$ cat src/rtl/fifo_sched.sv
// -----------------------------------------------------------------------------
// fifo_sched
//
// Access scheduler sitting in front of a 16-entry x 8-bit synchronous FIFO.
// Two producers share the FIFO write port under round-robin arbitration with a
// burst limit; one consumer reads. Reads win over writes, except that after
// RMAX consecutive reads a pending eligible write is given exactly one slot.
// At most one FIFO operation is issued per cycle, so an ack always means the
// FIFO stored the word at that edge.
//
// Parameters
//   BURST   max consecutive accepted writes by one producer while the other
//           producer is also requesting (1..15)
//   RMAX    max consecutive reads while a write is eligible (1..15)
//
// Ports
//   ck               clock, rising edge
//   rst              asynchronous active-low reset
//   req0/req1        producer write requests (held with data until acked)
//   din0/din1        producer write data
//   ack0/ack1        combinational: word accepted at this rising edge
//   rreq             consumer read request
//   rvalid           registered: rdata valid this cycle
//   rdata            pass-through of f_dout
//   f_din/f_wen/f_ren  FIFO write data, write enable, read enable
//   f_dout           FIFO read data (registered inside the FIFO)
//   f_empty/f_full   FIFO status flags
// -----------------------------------------------------------------------------
module fifo_sched #(
   parameter int BURST = 4,
   parameter int RMAX  = 3
) (
   input  logic       ck,
   input  logic       rst,
   input  logic       req0,
   input  logic       req1,
   input  logic [7:0] din0,
   input  logic [7:0] din1,
   output logic       ack0,
   output logic       ack1,
   input  logic       rreq,
   output logic       rvalid,
   output logic [7:0] rdata,
   output logic [7:0] f_din,
   output logic       f_wen,
   output logic       f_ren,
   input  logic [7:0] f_dout,
   input  logic       f_empty,
   input  logic       f_full
);

   localparam logic [3:0] BURST_C = 4'(BURST);
   localparam logic [3:0] RMAX_C  = 4'(RMAX);

   // state
   logic       gnt_reg;
   logic       gnt_next;
   logic [3:0] bcnt_reg;
   logic [3:0] bcnt_next;
   logic [3:0] rstk_reg;
   logic [3:0] rstk_next;
   logic       rvalid_reg;

   // decision signals
   logic [1:0] req;
   logic [1:0] ack;
   logic       req_gnt;
   logic       req_oth;
   logic       owner;
   logic       wr_elig;
   logic       rd_go;
   logic       wr_go;

   assign req     = {req1, req0};
   assign req_gnt = req[gnt_reg];
   assign req_oth = req[~gnt_reg];

   // The current owner keeps the port until its burst is used up, but only
   // while the other producer is actually waiting; a lone requester is never
   // throttled.
   always_comb begin
      owner = gnt_reg;
      if (req_gnt && ((bcnt_reg < BURST_C) || !req_oth)) begin
         owner = gnt_reg;
      end else if (req_oth) begin
         owner = ~gnt_reg;
      end
   end

   assign wr_elig = (req0 | req1) & ~f_full;

   // Reads have priority until the streak limit is hit with a write waiting.
   // Both go signals are gated by rst so nothing reaches the FIFO in reset.
   assign rd_go = rst & rreq & ~f_empty & ~((rstk_reg == RMAX_C) & wr_elig);
   assign wr_go = rst & ~rd_go & req[owner] & ~f_full;

   genvar gi;
   generate
      for (gi = 0; gi < 2; gi++) begin : g_ack
         assign ack[gi] = wr_go & (owner == 1'(gi));
      end
   endgenerate

   assign ack0   = ack[0];
   assign ack1   = ack[1];
   assign f_wen  = wr_go;
   assign f_ren  = rd_go;
   // In reset owner may still point at producer 1; din0 is presented instead.
   assign f_din  = (rst & owner) ? din1 : din0;
   assign rdata  = f_dout;
   assign rvalid = rvalid_reg;

   // next-state logic
   always_comb begin
      gnt_next  = gnt_reg;
      bcnt_next = bcnt_reg;
      if (wr_go) begin
         if (owner == gnt_reg) begin
            bcnt_next = (bcnt_reg >= BURST_C) ? BURST_C : bcnt_reg + 4'd1;
         end else begin
            gnt_next  = owner;
            bcnt_next = 4'd1;
         end
      end

      // any cycle without a read breaks the streak
      if (rd_go) begin
         rstk_next = (rstk_reg >= RMAX_C) ? RMAX_C : rstk_reg + 4'd1;
      end else begin
         rstk_next = 4'd0;
      end
   end

   always_ff @(posedge ck or negedge rst) begin
      if (!rst) begin
         gnt_reg    <= 1'b0;
         bcnt_reg   <= 4'd0;
         rstk_reg   <= 4'd0;
         rvalid_reg <= 1'b0;
      end else begin
         gnt_reg    <= gnt_next;
         bcnt_reg   <= bcnt_next;
         rstk_reg   <= rstk_next;
         // FIFO output buffer loads on the same edge, so rdata lines up
         rvalid_reg <= rd_go;
      end
   end

endmodule

$ cat config.mk
export PLATFORM = sky130hd
export DESIGN_NAME = fifo_sched
export DESIGN_NICKNAME = d
export VERILOG_FILES = /design/src/rtl/fifo_sched.sv
export SDC_FILE = /design/constraint.sdc
export NUM_CORES = 1
export LEC_CHECK = 0
export BUFFER_PORTS_ARGS = -buffer_cell sky130_fd_sc_hd__buf_2
export CORE_MARGIN = 3
export CORE_UTILIZATION = 46
export DETAILED_ROUTE_END_ITERATION = 8
export HOLD_SLACK_MARGIN = 0.1
export PLACE_DENSITY = 0.85
export SLEW_MARGIN = 15
export SYNTH_ARGS = -nofsm -noshare
export SYNTH_HDL_FRONTEND = slang
export SYNTH_SLANG_ARGS = --single-unit
export TNS_END_PERCENT = 50
$ cat constraint.sdc
create_clock -name ck -period 3.99 [get_ports ck]
set_clock_uncertainty 0.2 [all_clocks]
set_input_delay 0.798 -clock ck [delete_from_list [all_inputs] [get_ports ck]]
set_output_delay 0.798 -clock ck [all_outputs]
set_load 0.03 [all_outputs]
### Word-level counts from Yosys, hierarchy flattened

Index checks and enable logic that the tools add are counted.

* bitwise operators: 19
* add/sub/neg operators: 2
* muxes and demuxes: 13
* eq/ne operators: 2
* order comparisons: 6
* reduce and logical (&&, ||, !) cells: 4

Operator list (number)
* two-way mux 4 bit: 4
* bitwise AND 1 bit: 11
* adder 4 x 1 -> 4 bit (second input constant): 2
* two-way mux 1 bit: 8
* two-way mux 8 bit: 1
* inverter 1 bit: 7
* less-than comparator 1 x 2 -> 1 bit (second input constant): 3
* == test 4 x 2 -> 1 bit (second input constant): 1
* greater-or-equal comparator 4 x 2 -> 1 bit (second input constant): 1
* greater-or-equal comparator 4 x 3 -> 1 bit (second input constant): 1
* less-than comparator 4 x 3 -> 1 bit (second input constant): 1
* AND reduction 2 bit: 1
* == test 1 bit: 1
* logical AND 1 bit: 1
* logical NOT 1 bit: 1
* logical OR 1 bit: 1
* bitwise OR 1 bit: 1

* output and inout bits: 21
* register bits after elaboration: 10
* logic and storage cells: 50
* input bits: 31

### Logic depth before layout (Yosys ltp)

* depth in word-level cells: 12
* gate-level depth with buffers: 6
* mapped depth without buffers: 4

### Worst setup path before layout

Ideal clock, no wire load.

* path kind: input port to output port
* start: input port req1
* end: output port ack0
* path slack: 0.816 ns
* stages: 5
* required time: 2.992 ns
* buffers on the path: 2
* arrival: 2.176 ns
* cells stage by stage: clkbuf_1 > o21bai_1 > a211o_1 > buf_6 > nor3_1

* word-level cells in the longest chain between the ends: 11
* elaborated cells between the ends (all ways): 22
* classes of those cells: 8 x mux; 11 x bitwise; 3 x reduce/logical

Ends and longest elaborated chain
* from (decl): line 36 `input logic req1,`
* two-way mux 1 bit (not written as such) (2 in a row): line 76 `assign req_oth = req[~gnt_reg];`
* logical NOT 1 bit: line 83 `if (req_gnt && ((bcnt_reg < BURST_C) || !req_oth)) begin`
* logical OR 1 bit: line 83
* logical AND 1 bit: line 83
* two-way mux 1 bit: line 83
* two-way mux 1 bit (not written as such) (2 in a row): line 95 `assign wr_go = rst & ~rd_go & req[owner] & ~f_full;`
* bitwise AND 1 bit (2 in a row): line 95
* bitwise AND 1 bit *: line 100 `assign ack[gi] = wr_go & (owner == 1'(gi));`
* to (decl): line 39 `output logic ack0,`

Every way passes the cells marked *; elsewhere a longest branch is shown, timed or not. The select of a mux whose other input is x is not followed.

### Worst setup path after layout

* start: input port req1
* end: output port f_din[1]

* word-level cells in the longest chain between the ends: 8
* elaborated cells between the ends (all ways): 11
* classes of those cells: 7 x mux; 1 x bitwise; 3 x reduce/logical

Ends and longest elaborated chain
* two-way mux 1 bit (not written as such) (2 in a row): line 76
* logical NOT 1 bit: line 83
* logical OR 1 bit: line 83
* logical AND 1 bit: line 83
* two-way mux 1 bit *: line 83
* bitwise AND 1 bit *: line 109 `assign f_din = (rst & owner) ? din1 : din0;`
* two-way mux 8 bit *: line 109
* to (decl): line 44 `output logic [7:0] f_din,`

Marked as above.

==> reports/metrics.csv <==
stage,metric,value,unit
timing,RSZ-0062 raised after global routing,false,
job,Max-cap violations,0,
clocking,CTS buffer count,3,
clocking,CTS tree,done,
global_routing,first-pass GRT wire length,3.43,mm
synthesis,Yosys top cell area share,27.7,%
global_routing,largest net degree at the start of global routing,21,
synthesis,"Top FF cell, synth",dfrtp_1,
cells_and_area,Ant. Diodes,0,
worst_setup_path,most frequent CP cell,buf_2,
worst_setup_path,"slowest stage cell, crit path",or3_1,
synthesis,largest cells by area after synthesis,"dfrtp_1 (28%), a311o_1 (8.9%), o2bb2ai_1 (7.8%)",
placement,routability cong.,0.794,
worst_setup_path,FF-to-FF path depth,4,
clocking,CTS max path bufs,2,
worst_setup_path,CP cell instances,buf_2 > inv_1 > or3_1 > a311o_1 > buf_2,
power_and_ir_drop,Peak VDD IR,0.000194,V
global_routing,vias in the first global route,862,
synthesis,mapped cell area,902,µm²
cells_and_area,"Cell Count, Final, Fillers Out",154,
worst_setup_path,critical setup path kind,primary input to output pin,
outcome,status,"finished, final reports clean",
route,Vias,914,
clocking,hold_buf cts,0,
placement,IO Port Bufs,35,
cells_and_area,# nets final,163,
timing,final setup violation count,0,
worst_setup_path,CP arrival,2.21,ns
power_and_ir_drop,leak pwr,0.000497,µW
global_routing,antenna violations before repair,0,
global_routing,GRT Total Usage,17.7,%
timing,Tightest Pin Transition,0.565,ns
clocking,worst skew pair latency,0.27,ns
route,Detail Route met3 WL,180,µm
placement,placed cell area,1020,µm²
route,Post-Route WL,2.23,mm
global_routing,Overflow after GRT,0,
die,DIE AREA,2530,µm²
clocking,H-tree levels,1,
route,average wire per standard cell,14.5,µm
cells_and_area,area grow syn2layout,17.6,%
die,num ports,52,
synthesis,Syn. warnings,0,
timing,Max Freq,0.312,GHz
route,M1 WL,956,µm
synthesis,"area leader, netlist",dfrtp_1,
synthesis,Commonest cells post-synth,"dfrtp_1 (10), nand2_1 (10)",
timing,fin crit share,80.3,%
cells_and_area,"Design Area, Final",1060,µm²
route,Via density,5.94,
worst_setup_path,"slowest stage delay, CP",0.54,ns
worst_setup_path,terminus of the critical flop-to-flop path,bcnt_reg[0]$_DFFE_PN0P_,
route,TritonRoute pass-1 iters,5,
placement,hpwl dp,1.64,mm
route,drt drc,0,
cells_and_area,share of post-route cells with drive strength above 1,37.2,%
route,DR top layer,met4,
clocking,Worst-path clk slew,0.07,ns
timing,Slew HR,62.1,%
synthesis,"FF+latch count, synth",10,
clocking,Root Buffer Master,clkbuf_4,
route,Iter 0 DRT Violations,18,
timing,Tmin final,3.21,ns
route,Routed Antenna Nets,0,
placement,placed cell count,150,
synthesis,ys async rst share,100,%
worst_setup_path,worst-path maximum fanout,11,
power_and_ir_drop,Power per Cell Area,436,nW/µm²
synthesis,Synth cell types,38,
clocking,CTS resizes,0,
timing,fin. max-slew vios,0,
worst_setup_path,r2r startpoint,rstk_reg[0]$_DFF_PN0_,
synthesis,syn avg cell area,8.76,µm²
die,Die Span X,50.3,µm
synthesis,Cells after Synth,103,
power_and_ir_drop,total power after layout,462,µW
synthesis,number of synthesized flops with an enable pin,0,
route,routed wl met2,1.05,mm
die,core area,1780,µm²
synthesis,"Seq/Total Area, Yosys",27.7,%
worst_hold_path,HP Class,primary input to async pin,
die,row count,15,
clocking,postcts setup bufs,0,
worst_setup_path,Startpoint Class,primary input,
die,Initial Util,50.6,%
timing,Setup TNS,0,ns
worst_setup_path,Worst setup EP type,output pin,
clocking,CTS Sinks,10,
worst_setup_path,"Req. time, crit path",2.99,ns
worst_setup_path,flop2flop setup slack,1.91,ns
die,Die H,50.3,µm
timing,final hold vios,0,
[how the worst max path moves through the flow]
stage | end | start | slack [ns] | cells after the start
2_1_floorplan | ack0 | req1 | 0.82 | 5
3_3_place_gp | f_din[1] | req1 | 0.83 | 5
3_5_place_dp | f_din[1] | req1 | 0.79 | 5
4_1_cts | f_din[1] | req1 | 0.79 | 5
5_1_grt | f_din[1] | req1 | 0.71 | 5
6_report | f_din[1] | req1 | 0.78 | 5
[layer usage]
| metal | vias up | GRT usage (%) |
|---|---|---|
| li1 | 441 | - |
| met1 | 423 | 19.9 |
| met2 | 43 | 30.7 |
| met3 | 7 | 5.34 |
| met4 | 0 | 7.37 |
| met5 | - | 0 |
[report_power, final]
group          total, µW  internal, µW  switching (µW)
combinational        226          90.9             135
clock               92.8          55.5            37.3
sequential           143           121            22.4
[critical path, delay by kind of cell]
family | cells | cell delay, ns
compound gates | 1 | 0.36
simple gates | 1 | 0.54
buf+inv | 3 | 0.50
[metrics by stage]
| step | hold WS (ns) | utilization [%] | setup WS (ns) |
|---|---|---|---|
| floorplan | 0.302 | - | 0.816 |
| global placement | 0.314 | 57.5 | 0.827 |
| detailed placement | 0.346 | 57.5 | 0.793 |
| CTS | 0.276 | 59.5 | 0.791 |
| global route | 0.278 | 59.5 | 0.706 |
| finish | 0.275 | 59.5 | 0.784 |
[cell type report]
class	count	area, µm²
flip-flops and latches	10	250
well taps	25	31.3
fillers	149	722
multi-input cells	74	538
clock buffers	4	36.3
repair buffers	37	190
inverters	4	15.0
[cells in the final DEF, fill, tap and decap left out, drive strengths merged, types with 2 or more instances in the layout]
master,n
o2bb2ai,8
mux2,2
or3,3
nor3,3
dfrtp,10
or3b,2
clkbuf,4
inv,3
ha,2
mux2i,2
nor2,4
o21bai,2
buf,37
a311o,8
nor4,8
conb,2
nor2b,2
nand2,10
a21oi,3
[cells by family (layout without fill, tap and decap cells)]
family	count (synthesis)	in the layout	share of synthesized area, %
compound gates	32	32	30.0
fa+ha+maj	2	2	2.77
buf+inv	20	45	13.0
flops	10	10	27.7
mux	4	4	5.13
other cells	1	2	0.416
simple gates	34	34	20.9
Power figures use the tool's default switching activity.
